### config.mk
export PLATFORM = sky130hd
export DESIGN_NAME = l2_lru_sequencer
export DESIGN_NICKNAME = d
export VERILOG_FILES = /design/src/rtl/l2_lru_sequencer_pkg.sv /design/src/rtl/l2_lru_seq_arbiter.sv /design/src/rtl/l2_lru_sequencer.sv
export SDC_FILE = /design/constraint.sdc
export NUM_CORES = 1
export LEC_CHECK = 0
export ABC_CLOCK_PERIOD_IN_PS = 1700
export CAP_MARGIN = 0
export CORE_MARGIN = 4
export CORE_UTILIZATION = 35
export CTS_CLUSTER_DIAMETER = 80
export DETAILED_ROUTE_END_ITERATION = 12
export DONT_BUFFER_PORTS = 1
export PLACE_DENSITY = 0.6
export SLEW_MARGIN = 25
export SYNTH_ARGS = -nofsm -noshare
export SYNTH_HDL_FRONTEND = slang
export SYNTH_HIERARCHICAL = 1
export SYNTH_SLANG_ARGS = --single-unit
export TNS_END_PERCENT = 50
### constraint.sdc
create_clock -name clk -period 1.7 [get_ports clk]
set_input_delay 0.34 -clock clk [delete_from_list [all_inputs] [get_ports clk]]
set_output_delay 0.34 -clock clk [all_outputs]
set_load 0.005 [all_outputs]
### src/rtl/l2_lru_sequencer_pkg.sv
// Shared types and constants for the L2 LRU/lock array front-end sequencer.
package l2_lru_sequencer_pkg;

  typedef enum logic [1:0] {
    INIT  = 2'd0,
    RUN   = 2'd1,
    SWEEP = 2'd2
  } l2_lru_seq_state_t;

  localparam int unsigned STARVE_LIMIT_DEFAULT = 8;

  // Bit positions in the arbiter's one-hot grant vector
  localparam int unsigned GNT_FILL = 0;
  localparam int unsigned GNT_ACC  = 1;

  // Index width that never collapses to zero bits for single-entry spaces
  function automatic int unsigned idx_width(input int unsigned n);
    return (n > 1) ? $clog2(n) : 1;
  endfunction

endpackage

### src/rtl/l2_lru_seq_arbiter.sv
// Fill-over-access priority arbiter with a saturating starvation counter that
// forces a pending access through after STARVE_LIMIT consecutive losses.
module l2_lru_seq_arbiter
  import l2_lru_sequencer_pkg::*;
#(
  parameter int unsigned STARVE_LIMIT = STARVE_LIMIT_DEFAULT
) (
  input  logic       clk,
  input  logic       reset,
  input  logic       en,
  input  logic       fill_valid,
  input  logic       acc_valid,
  output logic [1:0] grant_c,
  output logic       starve_override_c
);

  localparam int unsigned CNT_W = idx_width(STARVE_LIMIT + 1);

  logic [CNT_W-1:0] starve_cnt_q;
  logic [CNT_W-1:0] starve_cnt_d;
  logic             starve_hit;
  logic             force_acc;

  assign starve_hit = (starve_cnt_q == CNT_W'(STARVE_LIMIT));
  assign force_acc  = en & acc_valid & starve_hit;

  // Priority select and counter update
  always_comb begin
    grant_c           = '0;
    starve_override_c = 1'b0;
    starve_cnt_d      = starve_cnt_q;

    grant_c[GNT_FILL] = en & fill_valid & ~force_acc;
    grant_c[GNT_ACC]  = en & acc_valid & (~fill_valid | force_acc);
    starve_override_c = force_acc & fill_valid;

    if (!en || !acc_valid || grant_c[GNT_ACC]) begin
      starve_cnt_d = '0;
    end else if (!starve_hit) begin
      starve_cnt_d = starve_cnt_q + CNT_W'(1);
    end
  end

  always_ff @(posedge clk or negedge reset) begin
    if (!reset) begin
      starve_cnt_q <= '0;
    end else begin
      starve_cnt_q <= starve_cnt_d;
    end
  end

endmodule

### src/rtl/l2_lru_sequencer.sv
// Read-port sequencer for the L2 LRU/lock array: lock-clearing sweeps, fill/access
// arbitration and the two-phase read/update protocol. Optional: L2_LRU_SEQ_STATS_EN.
module l2_lru_sequencer
  import l2_lru_sequencer_pkg::*;
#(
  parameter int unsigned NUM_SETS        = 256,
  parameter int unsigned NUM_WAYS        = 8,
  parameter int unsigned STARVE_LIMIT    = STARVE_LIMIT_DEFAULT,
  parameter int unsigned ID_WIDTH        = 4,
  parameter int unsigned SET_INDEX_WIDTH = idx_width(NUM_SETS),
  parameter int unsigned WAY_INDEX_WIDTH = idx_width(NUM_WAYS)
) (
  input  logic                       clk,
  input  logic                       reset,
  input  logic                       fill_req_valid,
  output logic                       fill_req_ready,
  input  logic [SET_INDEX_WIDTH-1:0] fill_req_set,
  input  logic                       fill_req_lock,
  input  logic [ID_WIDTH-1:0]        fill_req_id,
  output logic                       fill_resp_valid,
  output logic [WAY_INDEX_WIDTH-1:0] fill_resp_way,
  output logic [ID_WIDTH-1:0]        fill_resp_id,
  input  logic                       acc_req_valid,
  output logic                       acc_req_ready,
  input  logic [SET_INDEX_WIDTH-1:0] acc_req_set,
  input  logic                       acc_hit,
  input  logic [WAY_INDEX_WIDTH-1:0] acc_hit_way,
  input  logic                       unlock_all_req,
  output logic                       sweep_busy,
  output logic                       lru_fill_en,
  output logic [SET_INDEX_WIDTH-1:0] lru_fill_set,
  input  logic [WAY_INDEX_WIDTH-1:0] lru_fill_way,
  output logic                       lru_lock_en,
  output logic                       lru_lock_value,
  output logic                       lru_access_en,
  output logic [SET_INDEX_WIDTH-1:0] lru_access_set,
  output logic                       lru_access_update_en,
  output logic [WAY_INDEX_WIDTH-1:0] lru_access_update_way
`ifdef L2_LRU_SEQ_STATS_EN
  ,
  output logic [31:0]                stat_fills,
  output logic [31:0]                stat_accesses,
  output logic [31:0]                stat_hits,
  output logic [31:0]                stat_starve_overrides
`endif
);

  l2_lru_seq_state_t          state_q, state_d;
  logic [SET_INDEX_WIDTH-1:0] sweep_idx_q, sweep_idx_d;
  logic                       unlock_pend_q, unlock_pend_d;
  logic                       acc_upd_pend_q;
  logic                       arb_en;
  logic [1:0]                 grant_c;
  logic                       fill_grant_c;
  logic                       acc_grant_c;
  logic                       starve_override_c;
  logic                       unlock_take_c;
  logic                       sweep_start_c;

  // A deferred unlock blocks new grants so the sweep cannot be starved
  assign arb_en       = (state_q == RUN) & ~unlock_pend_q;
  assign fill_grant_c = grant_c[GNT_FILL];
  assign acc_grant_c  = grant_c[GNT_ACC];
  assign unlock_take_c = (state_q == RUN) & (unlock_all_req | unlock_pend_q)
                         & ~fill_grant_c & ~acc_grant_c;

  l2_lru_seq_arbiter #(
    .STARVE_LIMIT(STARVE_LIMIT)
  ) u_arbiter (
    .clk              (clk),
    .reset            (reset),
    .en               (arb_en),
    .fill_valid       (fill_req_valid),
    .acc_valid        (acc_req_valid),
    .grant_c          (grant_c),
    .starve_override_c(starve_override_c)
  );

  // Next-state and array-port drive
  always_comb begin
    state_d        = state_q;
    sweep_idx_d    = sweep_idx_q;
    unlock_pend_d  = unlock_pend_q;
    sweep_start_c  = 1'b0;
    fill_req_ready = 1'b0;
    acc_req_ready  = 1'b0;
    lru_fill_en    = 1'b0;
    lru_fill_set   = '0;
    lru_lock_en    = 1'b0;
    lru_lock_value = 1'b0;
    lru_access_en  = 1'b0;
    lru_access_set = '0;

    case (state_q)
      INIT, SWEEP: begin
        // Unlocked fill writes the set's lock bits to zero; quiet while reset is held
        lru_fill_en  = reset;
        lru_fill_set = sweep_idx_q;
        if (sweep_idx_q == SET_INDEX_WIDTH'(NUM_SETS - 1)) begin
          sweep_idx_d = '0;
          state_d     = RUN;
        end else begin
          sweep_idx_d = sweep_idx_q + SET_INDEX_WIDTH'(1);
        end
      end
      RUN: begin
        fill_req_ready = fill_grant_c;
        acc_req_ready  = acc_grant_c;
        if (fill_grant_c) begin
          lru_fill_en    = 1'b1;
          lru_fill_set   = fill_req_set;
          lru_lock_en    = 1'b1;
          lru_lock_value = fill_req_lock;
        end
        if (acc_grant_c) begin
          lru_access_en  = 1'b1;
          lru_access_set = acc_req_set;
        end
        if (unlock_take_c) begin
          state_d       = SWEEP;
          sweep_idx_d   = '0;
          unlock_pend_d = 1'b0;
          sweep_start_c = 1'b1;
        end else if (unlock_all_req) begin
          unlock_pend_d = 1'b1;
        end
      end
      default: begin
        state_d     = INIT;
        sweep_idx_d = '0;
      end
    endcase
  end

  always_ff @(posedge clk or negedge reset) begin
    if (!reset) begin
      state_q       <= INIT;
      sweep_idx_q   <= '0;
      unlock_pend_q <= 1'b0;
    end else begin
      state_q       <= state_d;
      sweep_idx_q   <= sweep_idx_d;
      unlock_pend_q <= unlock_pend_d;
    end
  end

  // Second-phase bookkeeping: fill response and access update pending flags
  always_ff @(posedge clk or negedge reset) begin
    if (!reset) begin
      fill_resp_valid <= 1'b0;
      fill_resp_id    <= '0;
      acc_upd_pend_q  <= 1'b0;
      sweep_busy      <= 1'b1;
    end else begin
      fill_resp_valid <= fill_grant_c;
      if (fill_grant_c) begin
        fill_resp_id <= fill_req_id;
      end
      acc_upd_pend_q <= acc_grant_c;
      sweep_busy     <= (state_d != RUN);
    end
  end

  // Array returns the victim in the response cycle, so it passes straight through
  assign fill_resp_way         = fill_resp_valid ? lru_fill_way : '0;
  assign lru_access_update_en  = acc_upd_pend_q & acc_hit;
  assign lru_access_update_way = lru_access_update_en ? acc_hit_way : '0;

`ifdef L2_LRU_SEQ_STATS_EN
  always_ff @(posedge clk or negedge reset) begin
    if (!reset) begin
      stat_fills            <= '0;
      stat_accesses         <= '0;
      stat_hits             <= '0;
      stat_starve_overrides <= '0;
    end else if (sweep_start_c) begin
      stat_fills            <= '0;
      stat_accesses         <= '0;
      stat_hits             <= '0;
      stat_starve_overrides <= '0;
    end else begin
      stat_fills            <= stat_fills + 32'(fill_grant_c);
      stat_accesses         <= stat_accesses + 32'(acc_grant_c);
      stat_hits             <= stat_hits + 32'(lru_access_update_en);
      stat_starve_overrides <= stat_starve_overrides + 32'(starve_override_c);
    end
  end
`else
  logic unused_stats;
  assign unused_stats = starve_override_c ^ sweep_start_c;
`endif

endmodule

==> results.rst, run 1 <==
.. list-table::
   :header-rows: 1

   * - Metric
     - Value
   * - TritonCTS clock tree
     - done
   * - Antenna violations before repair
     - 0
   * - Residual DRC count
     - 0
   * - Crit start category
     - register
   * - Max-capacitance violation count
     - 0
   * - Number of nets at the end of the flow
     - approximately 190
   * - Area of all sequential standard cells
     - between 500 and 600 um^2
   * - Static power due to leakage
     - slightly above 0.0007 uW
   * - Total nets after synthesis
     - between 150 and 200
   * - Mean number of vias per cell
     - ~5.2
   * - Remaining number of nets flagged by the antenna check after routing
     - 0
   * - Setup violations, final
     - 27
   * - Crit-path cells
     - inv_1, ha_2, nand3b_1, inv_1, a21oi_4, and2_4, a22o_1
   * - FILL cells
     - 334
   * - Crit-path max cell delay
     - 390 ps
   * - Cts bufs inserted
     - 3
   * - Mapped Cells
     - 140
   * - Count of H-tree levels built during CTS
     - 1
   * - Slew at the pin with the worst max-slew slack
     - 505 ps
   * - Area of combinational cells with multiple inputs
     - roughly 740 um^2
   * - Hold Vio Cnt, Final
     - 0
   * - Sink count of the clock tree
     - 22
   * - Wirelength, routed
     - 3240 um
   * - DR iter-0 viols
     - 32
   * - Total number of yosys warnings
     - 6
   * - Detail Placement HPWL
     - between 2000 and 2500 um
   * - Critical-path cell with the highest stage delay
     - dfrtp_1
   * - Global-route wire length before repair
     - 4930 um
   * - Number of global-route vias before repair
     - 1031
   * - Skew-Pair Late Insertion Delay
     - between 200 and 300 ps
   * - Antenna diode count
     - 0
   * - Clock skew
     - roughly 5.8 ps
   * - Unrepaired setup endpoints after global routing
     - true
   * - Wire per inst
     - 16.1 um
   * - Clock tree root driver cell
     - clkbuf_8
   * - Die W
     - between 60 and 70 um
   * - Max transition margin
     - 0.664
   * - Overall die area
     - roughly 4700 um^2
   * - Worst hold slack
     - between 30 and 40 ps
   * - Violations in the final reports
     - negative setup slack
   * - Most frequent cells in the layout
     - 21 x dfrtp_1, 17 x nand2_1, 12 x buf_4
   * - Endpoint class of the critical path
     - output port
   * - Worst endpoint required time
     - about 1400 ps
   * - Type of the worst setup path
     - reg -> out
   * - HP Class
     - in -> async
   * - Worst path arrival time
     - around 1600 ps
   * - Largest vdd supply drop
     - 302 uV
   * - Cell row count
     - 21
   * - Outcome
     - finished with violations
   * - Post-layout utilization of the core
     - 0.455
   * - Die height
     - a little under 70 um
   * - Starting density of the core
     - 0.373
   * - Largest driver fanout on the critical path
     - 6
   * - Cell Area, Synth
     - approximately 1300 um^2
   * - Post-layout min period
     - between 1500 and 2000 ps
   * - Power per unit of standard cell area
     - slightly below 600 nW/um^2
   * - Overall routing resource usage
     - 0.142
   * - Area delta synth->final
     - 22.2%
   * - Clock transition at path regs
     - 80 ps
   * - Port bufs
     - 0
   * - Fraction of final layout cells with drive strength greater than 1
     - 0.323
   * - Mean instance size in the synthesized netlist
     - approximately 9.2 um^2
   * - Min setup slack post-route
     - -272 ps
   * - Maximum buffer depth of the clock tree
     - 2
   * - Weighted congestion reported at the end of routability-driven placement
     - a little over 0.8
   * - Grt total ovfl
     - 0
   * - Number of placed I/O pins
     - 68
   * - Number of iterations in the first detailed-routing pass
     - 4
   * - Total vias in the final route
     - roughly 1100
   * - Total count of max-transition violations in the final report
     - 0
   * - Maximum number of pins on one net before global-route repair
     - 23
   * - Maximum clock frequency
     - roughly 500 MHz
   * - Most common cell after layout, fill and taps aside
     - dfrtp_1
   * - Core Region
     - between 3000 and 4000 um^2
   * - Most frequent CP cell
     - inv_1
   * - Period Utilization, post-route
     - 1.16
[where the power goes]
| part | switching, uW | leakage (uW) | internal [uW] | total, uW |
|---|---|---|---|---|
| logic | 12.9 | 0.000393 | 3.02 | 16.0 |
| clock network | 163 | 0.0000288 | 206 | 369 |
| registers | 0 | 0.000294 | 523 | 523 |
| total | 176 | 0.000716 | 732 | 908 |
[layout make-up]
cell class,instances,area share
clock buffer,4,0.0351
inverter,10,0.0239
multi-input combinational,103,0.470
sequential,22,0.352
tap,46,0.0367
timing repair buffer,16,0.0822
[repair_timing]
action / CTS / global route
resized for setup: 16 / 4
hold endpoints to repair: 22 / 0
gates cloned: 2 / 0
setup endpoints to repair: 25 / 36
pin swaps: 6 / 5
hold buffers: 1 / 0
buffers inserted: 4 / 1
[sequential cells by signal, summed over array words and instances (netlist names)]
name,flops
sweep_busy,1
u_arbiter/starve_cnt_q,4
state_q,2
acc_upd_pend_q,1
unlock_pend_q,1
fill_resp_valid,1
fill_resp_id,4
sweep_idx_q,8
[critical path, delay by kind of cell (launching register included)]
kind	cells	cell delay, ps
AOI/OAI and AO/OA	2	300
buffers and inverters	2	200
DFF	1	390
and+or+nand+nor	2	320
adders and majority gates	1	160
[worst paths after layout]
path	startpoint	cells past startpoint	slack (ps)	endpoint
worst min register to register	state_q[1]	2	530	state_q[1]
worst max register to register	u_arbiter/starve_cnt_q[1]	10	-50	sweep_idx_q[5]
worst max-delay path	u_arbiter/starve_cnt_q[1]	7	-270	lru_fill_set[1]
worst min-delay path	reset	1	30	u_arbiter/starve_cnt_q[2]
min in group clk	fill_req_id[2]	1	230	fill_resp_id[2]
max in group asynchronous	reset	1	1310	sweep_busy
[layer usage]
metal | up-vias | global-route usage | share of wire
met4 | 0 | 0.0447 | 0.011
met3 | 4 | 0.0389 | 0.076
met1 | 510 | 0.184 | 0.42
li1 | 505 | - | -
met5 | - | 0 | 0
met2 | 36 | 0.228 | 0.50
[metrics by stage]
| stage | area (um^2) | TNS (ps) | setup slack [ps] | total power, uW | instances |
|---|---|---|---|---|---|
| 6_report | 1570 | -5600 | -272 | 908 | 201 |
| 5_1_grt | 1570 | -9150 | -376 | 949 | 201 |
| 4_1_cts | 1540 | -5480 | -296 | 930 | 200 |
| 3_5_place_dp | 1370 | -74.3 | -25.1 | 538 | 189 |
| 3_3_place_gp | 1370 | 0 | 13.3 | 538 | 189 |
| 2_1_floorplan | 1290 | -603 | -73.9 | 537 | 140 |
No activity file was read; power rests on OpenSTA's default activity.
==> inputs of run 2 (changes only) <==
--- a/config.mk
+++ b/config.mk
@@ -8,11 +8,11 @@
 export ABC_CLOCK_PERIOD_IN_PS = 1700
 export CAP_MARGIN = 0
 export CORE_MARGIN = 4
-export CORE_UTILIZATION = 35
+export CORE_UTILIZATION = 30
 export CTS_CLUSTER_DIAMETER = 80
 export DETAILED_ROUTE_END_ITERATION = 12
 export DONT_BUFFER_PORTS = 1
-export PLACE_DENSITY = 0.6
+export PLACE_DENSITY = 0.54
 export SLEW_MARGIN = 25
 export SYNTH_ARGS = -nofsm -noshare
 export SYNTH_HDL_FRONTEND = slang
==> run 2 against run 1 <==
The run still ends with negative setup slack left. Largest cell class unchanged. Cell area grew 3.2%. Sequential power about the same. Count of clock-buffer cells in the layout is 1 lower. First-iteration DRC count fell by 6.3%. Clock skew is 0.79 ps higher. Combinational power is 5% higher. Worst setup slack better by 12 ps. Worst hold slack got worse by 7.8 ps. Critical path depth is the same. Maximum frequency is 0.62% higher. Via count up 1.6%. Critical endpoint is now lru_access_set[7]. Largest power group unchanged. Sequential share of layout area decreased by 1.1 points.
==> results.rst, run 2 (synthesis gave the netlist of run 1 again) <==
.. list-table::
   :header-rows: 1

   * - Metric
     - Value
   * - Setup slack on the worst flop-to-flop path
     - -100 ps (-50 ps)
   * - Core Region
     - 4060 um^2 (+18%)
   * - Antenna diode count
     - 0 (unchanged)
   * - Hold Vio Cnt, Final
     - 0 (unchanged)
   * - Die W
     - 73.4 um (+7.1%)
   * - Most common cell after layout, fill and taps aside
     - dfrtp_1
   * - Count of H-tree levels built during CTS
     - 1 (unchanged)
   * - DR iter-0 viols
     - 30 (-6.3%)
   * - Overall die area
     - 5380 um^2 (+15%)
   * - Path depth of the worst reg2reg path
     - 11 (+1)
   * - HP Class
     - in -> async
   * - Total count of max-transition violations in the final report
     - 0 (unchanged)
   * - Static power due to leakage
     - 0.000742 uW (+3.6%)
   * - Port bufs
     - 0 (unchanged)
   * - Slew at the pin with the worst max-slew slack
     - 504 ps (-0.513 ps)
   * - Power per unit of standard cell area
     - 641 nW/um^2 (+11%)
   * - Violations in the final reports
     - negative setup slack
   * - Detail Placement HPWL
     - 2390 um (+5.2%)
   * - Weighted congestion reported at the end of routability-driven placement
     - 0.837 (+0.60%)
   * - Grt total ovfl
     - 0 (unchanged)
   * - Die height
     - 73.4 um (+7.1%)
   * - Min setup slack post-route
     - -260 ps (+12.1 ps)
   * - Post-layout min period
     - 1960 ps (-12.1 ps)
   * - Max-capacitance violation count
     - 0 (unchanged)
   * - Clock tree root driver cell
     - clkbuf_8
   * - Largest registers
     - sweep_idx_q (8), fill_resp_id (4), u_arbiter/starve_cnt_q (4)
   * - Max transition margin
     - 0.664 (about the same)
   * - Number of global-route vias before repair
     - 1078 (+4.6%)
   * - Number of iterations in the first detailed-routing pass
     - 4 (unchanged)
   * - Critical-path cell with the highest stage delay
     - dfrtp_1
   * - Crit-path max cell delay
     - 380 ps (about the same)
   * - Crit start category
     - register
   * - Register containing the most flip-flops in the final layout
     - sweep_idx_q
   * - Global-route wire length before repair
     - 5110 um (+3.7%)
   * - Overall routing resource usage
     - 0.125 (-0.0171)
   * - Cts bufs inserted
     - 3 (unchanged)
   * - Maximum number of pins on one net before global-route repair
     - 23 (unchanged)
   * - Clock skew
     - 6.61 ps (+0.794 ps)
   * - Number of cells after detailed placement
     - 193 (+2.1%)
   * - Worst path arrival time
     - 1620 ps (about the same)
   * - Total vias in the final route
     - 1072 (+1.6%)
   * - Setup violations, final
     - 30 (+11%)
   * - Area delta synth->final
     - 26.1%
   * - Fraction of final layout cells with drive strength greater than 1
     - 0.365 (+0.0428)
   * - Maximum buffer depth of the clock tree
     - 2 (unchanged)
   * - Number of nets at the end of the flow
     - 193 (+0.52%)
   * - R2R Path Start
     - u_arbiter/starve_cnt_q[1]
   * - Most frequent cells in the layout
     - 21 x dfrtp_1, 14 x buf_4, 13 x nand2_1
   * - Number of flip-flops in the largest register
     - 8 (unchanged)
   * - Skew-Pair Late Insertion Delay
     - 270 ps (about the same)
   * - Residual DRC count
     - 0 (unchanged)
   * - Starting density of the core
     - 0.316 (-0.0565)
   * - Sink count of the clock tree
     - 22 (unchanged)
   * - Critical register-to-register path endpoint
     - sweep_idx_q[3]
   * - Antenna violations before repair
     - 0 (unchanged)
   * - Cell row count
     - 23 (+9.5%)
   * - Wire per inst
     - 16.7 um (+3.7%)
   * - Endpoint class of the critical path
     - output port
   * - Remaining number of nets flagged by the antenna check after routing
     - 0 (unchanged)
   * - TritonCTS clock tree
     - done
   * - Wirelength, routed
     - 3440 um (+6.2%)
   * - Number of placed I/O pins
     - 68 (unchanged)
   * - Post-route total power
     - 1040 uW (+14%)
   * - Clock transition at path regs
     - 90 ps (about the same)
   * - Combined buffer and inverter count along the critical path
     - 3 (+1)
   * - Outcome
     - finished with violations
   * - Type of the worst setup path
     - reg -> out
   * - Largest vdd supply drop
     - 289 uV (-4.4%)
   * - Worst endpoint required time
     - 1360 ps (about the same)
   * - Non-filler instance count after layout
     - 206 (+2.5%)
   * - Worst hold slack
     - 27.1 ps (-7.82 ps)
   * - Largest driver fanout on the critical path
     - 5 (-1)
   * - Delay-heaviest family, CP
     - flip-flops
   * - Maximum clock frequency
     - 510 MHz (+0.62%)
   * - Crit-path cells
     - inv_1, ha_2, nand3b_1, buf_4, a21oi_4, buf_6, and3_1
   * - Mean number of vias per cell
     - 5.20 (-0.85%)
   * - Period Utilization, post-route
     - 1.15 (-0.00711)
   * - Unrepaired setup endpoints after global routing
     - true
run 2: worst max-delay path by stage:
stage,start,end,cells past startpoint
after CTS,u_arbiter/starve_cnt_q[1],lru_access_set[3],7
after global placement,state_q[1],lru_fill_set[0],7
final,u_arbiter/starve_cnt_q[1],lru_access_set[7],7
after floorplan,state_q[1],lru_access_en,6
after global routing,u_arbiter/starve_cnt_q[1],lru_access_set[7],7
after detailed placement,state_q[1],sweep_idx_q[7],9
run 2: where the power goes:
group          internal [uW]  switching [uW]  leakage (uW)
Sequential               523               0      0.000294
Combinational           3.52            13.3      0.000412
Clock                    315             182     0.0000357
Total                    841             195      0.000742
run 2: cell type report:
type                       instances  area [um^2]
inverter                          10         37.5
fill                             406         2440
multi-input combinational        103          762
clock inverter                     1         30.0
clock buffer                       3         41.3
sequential                        22          552
tap                               50         62.6
timing repair buffer              17          133
run 2: metal layers:
layer / share of wire / track usage / up-vias
met3: 0.067 / 0.0328 / 7
met5: 0 / 0 / -
li1: - / - / 512
met2: 0.49 / 0.206 / 43
met1: 0.43 / 0.163 / 510
met4: 0.010 / 0.0282 / 0
run 2: through the flow:
stage	util	setup TNS (ps)	instance area [um^2]	worst slack [ps]
5_1_grt	0.399	-7670	1620	-333
4_1_cts	0.390	-4660	1580	-244
3_3_place_gp	0.339	0	1380	34.2
6_report	0.399	-5170	1620	-260
3_5_place_dp	0.339	-4.95	1380	-4.95
2_1_floorplan	-	-603	1290	-73.9
run 2: repair_timing:
action                     CTS  global route
setup endpoints to repair   24            36
hold buffers                 1             0
pin swaps                   11             4
hold endpoints to repair    22             0
gates cloned                 2             0
gates resized for setup     18             9
setup buffers                5             1
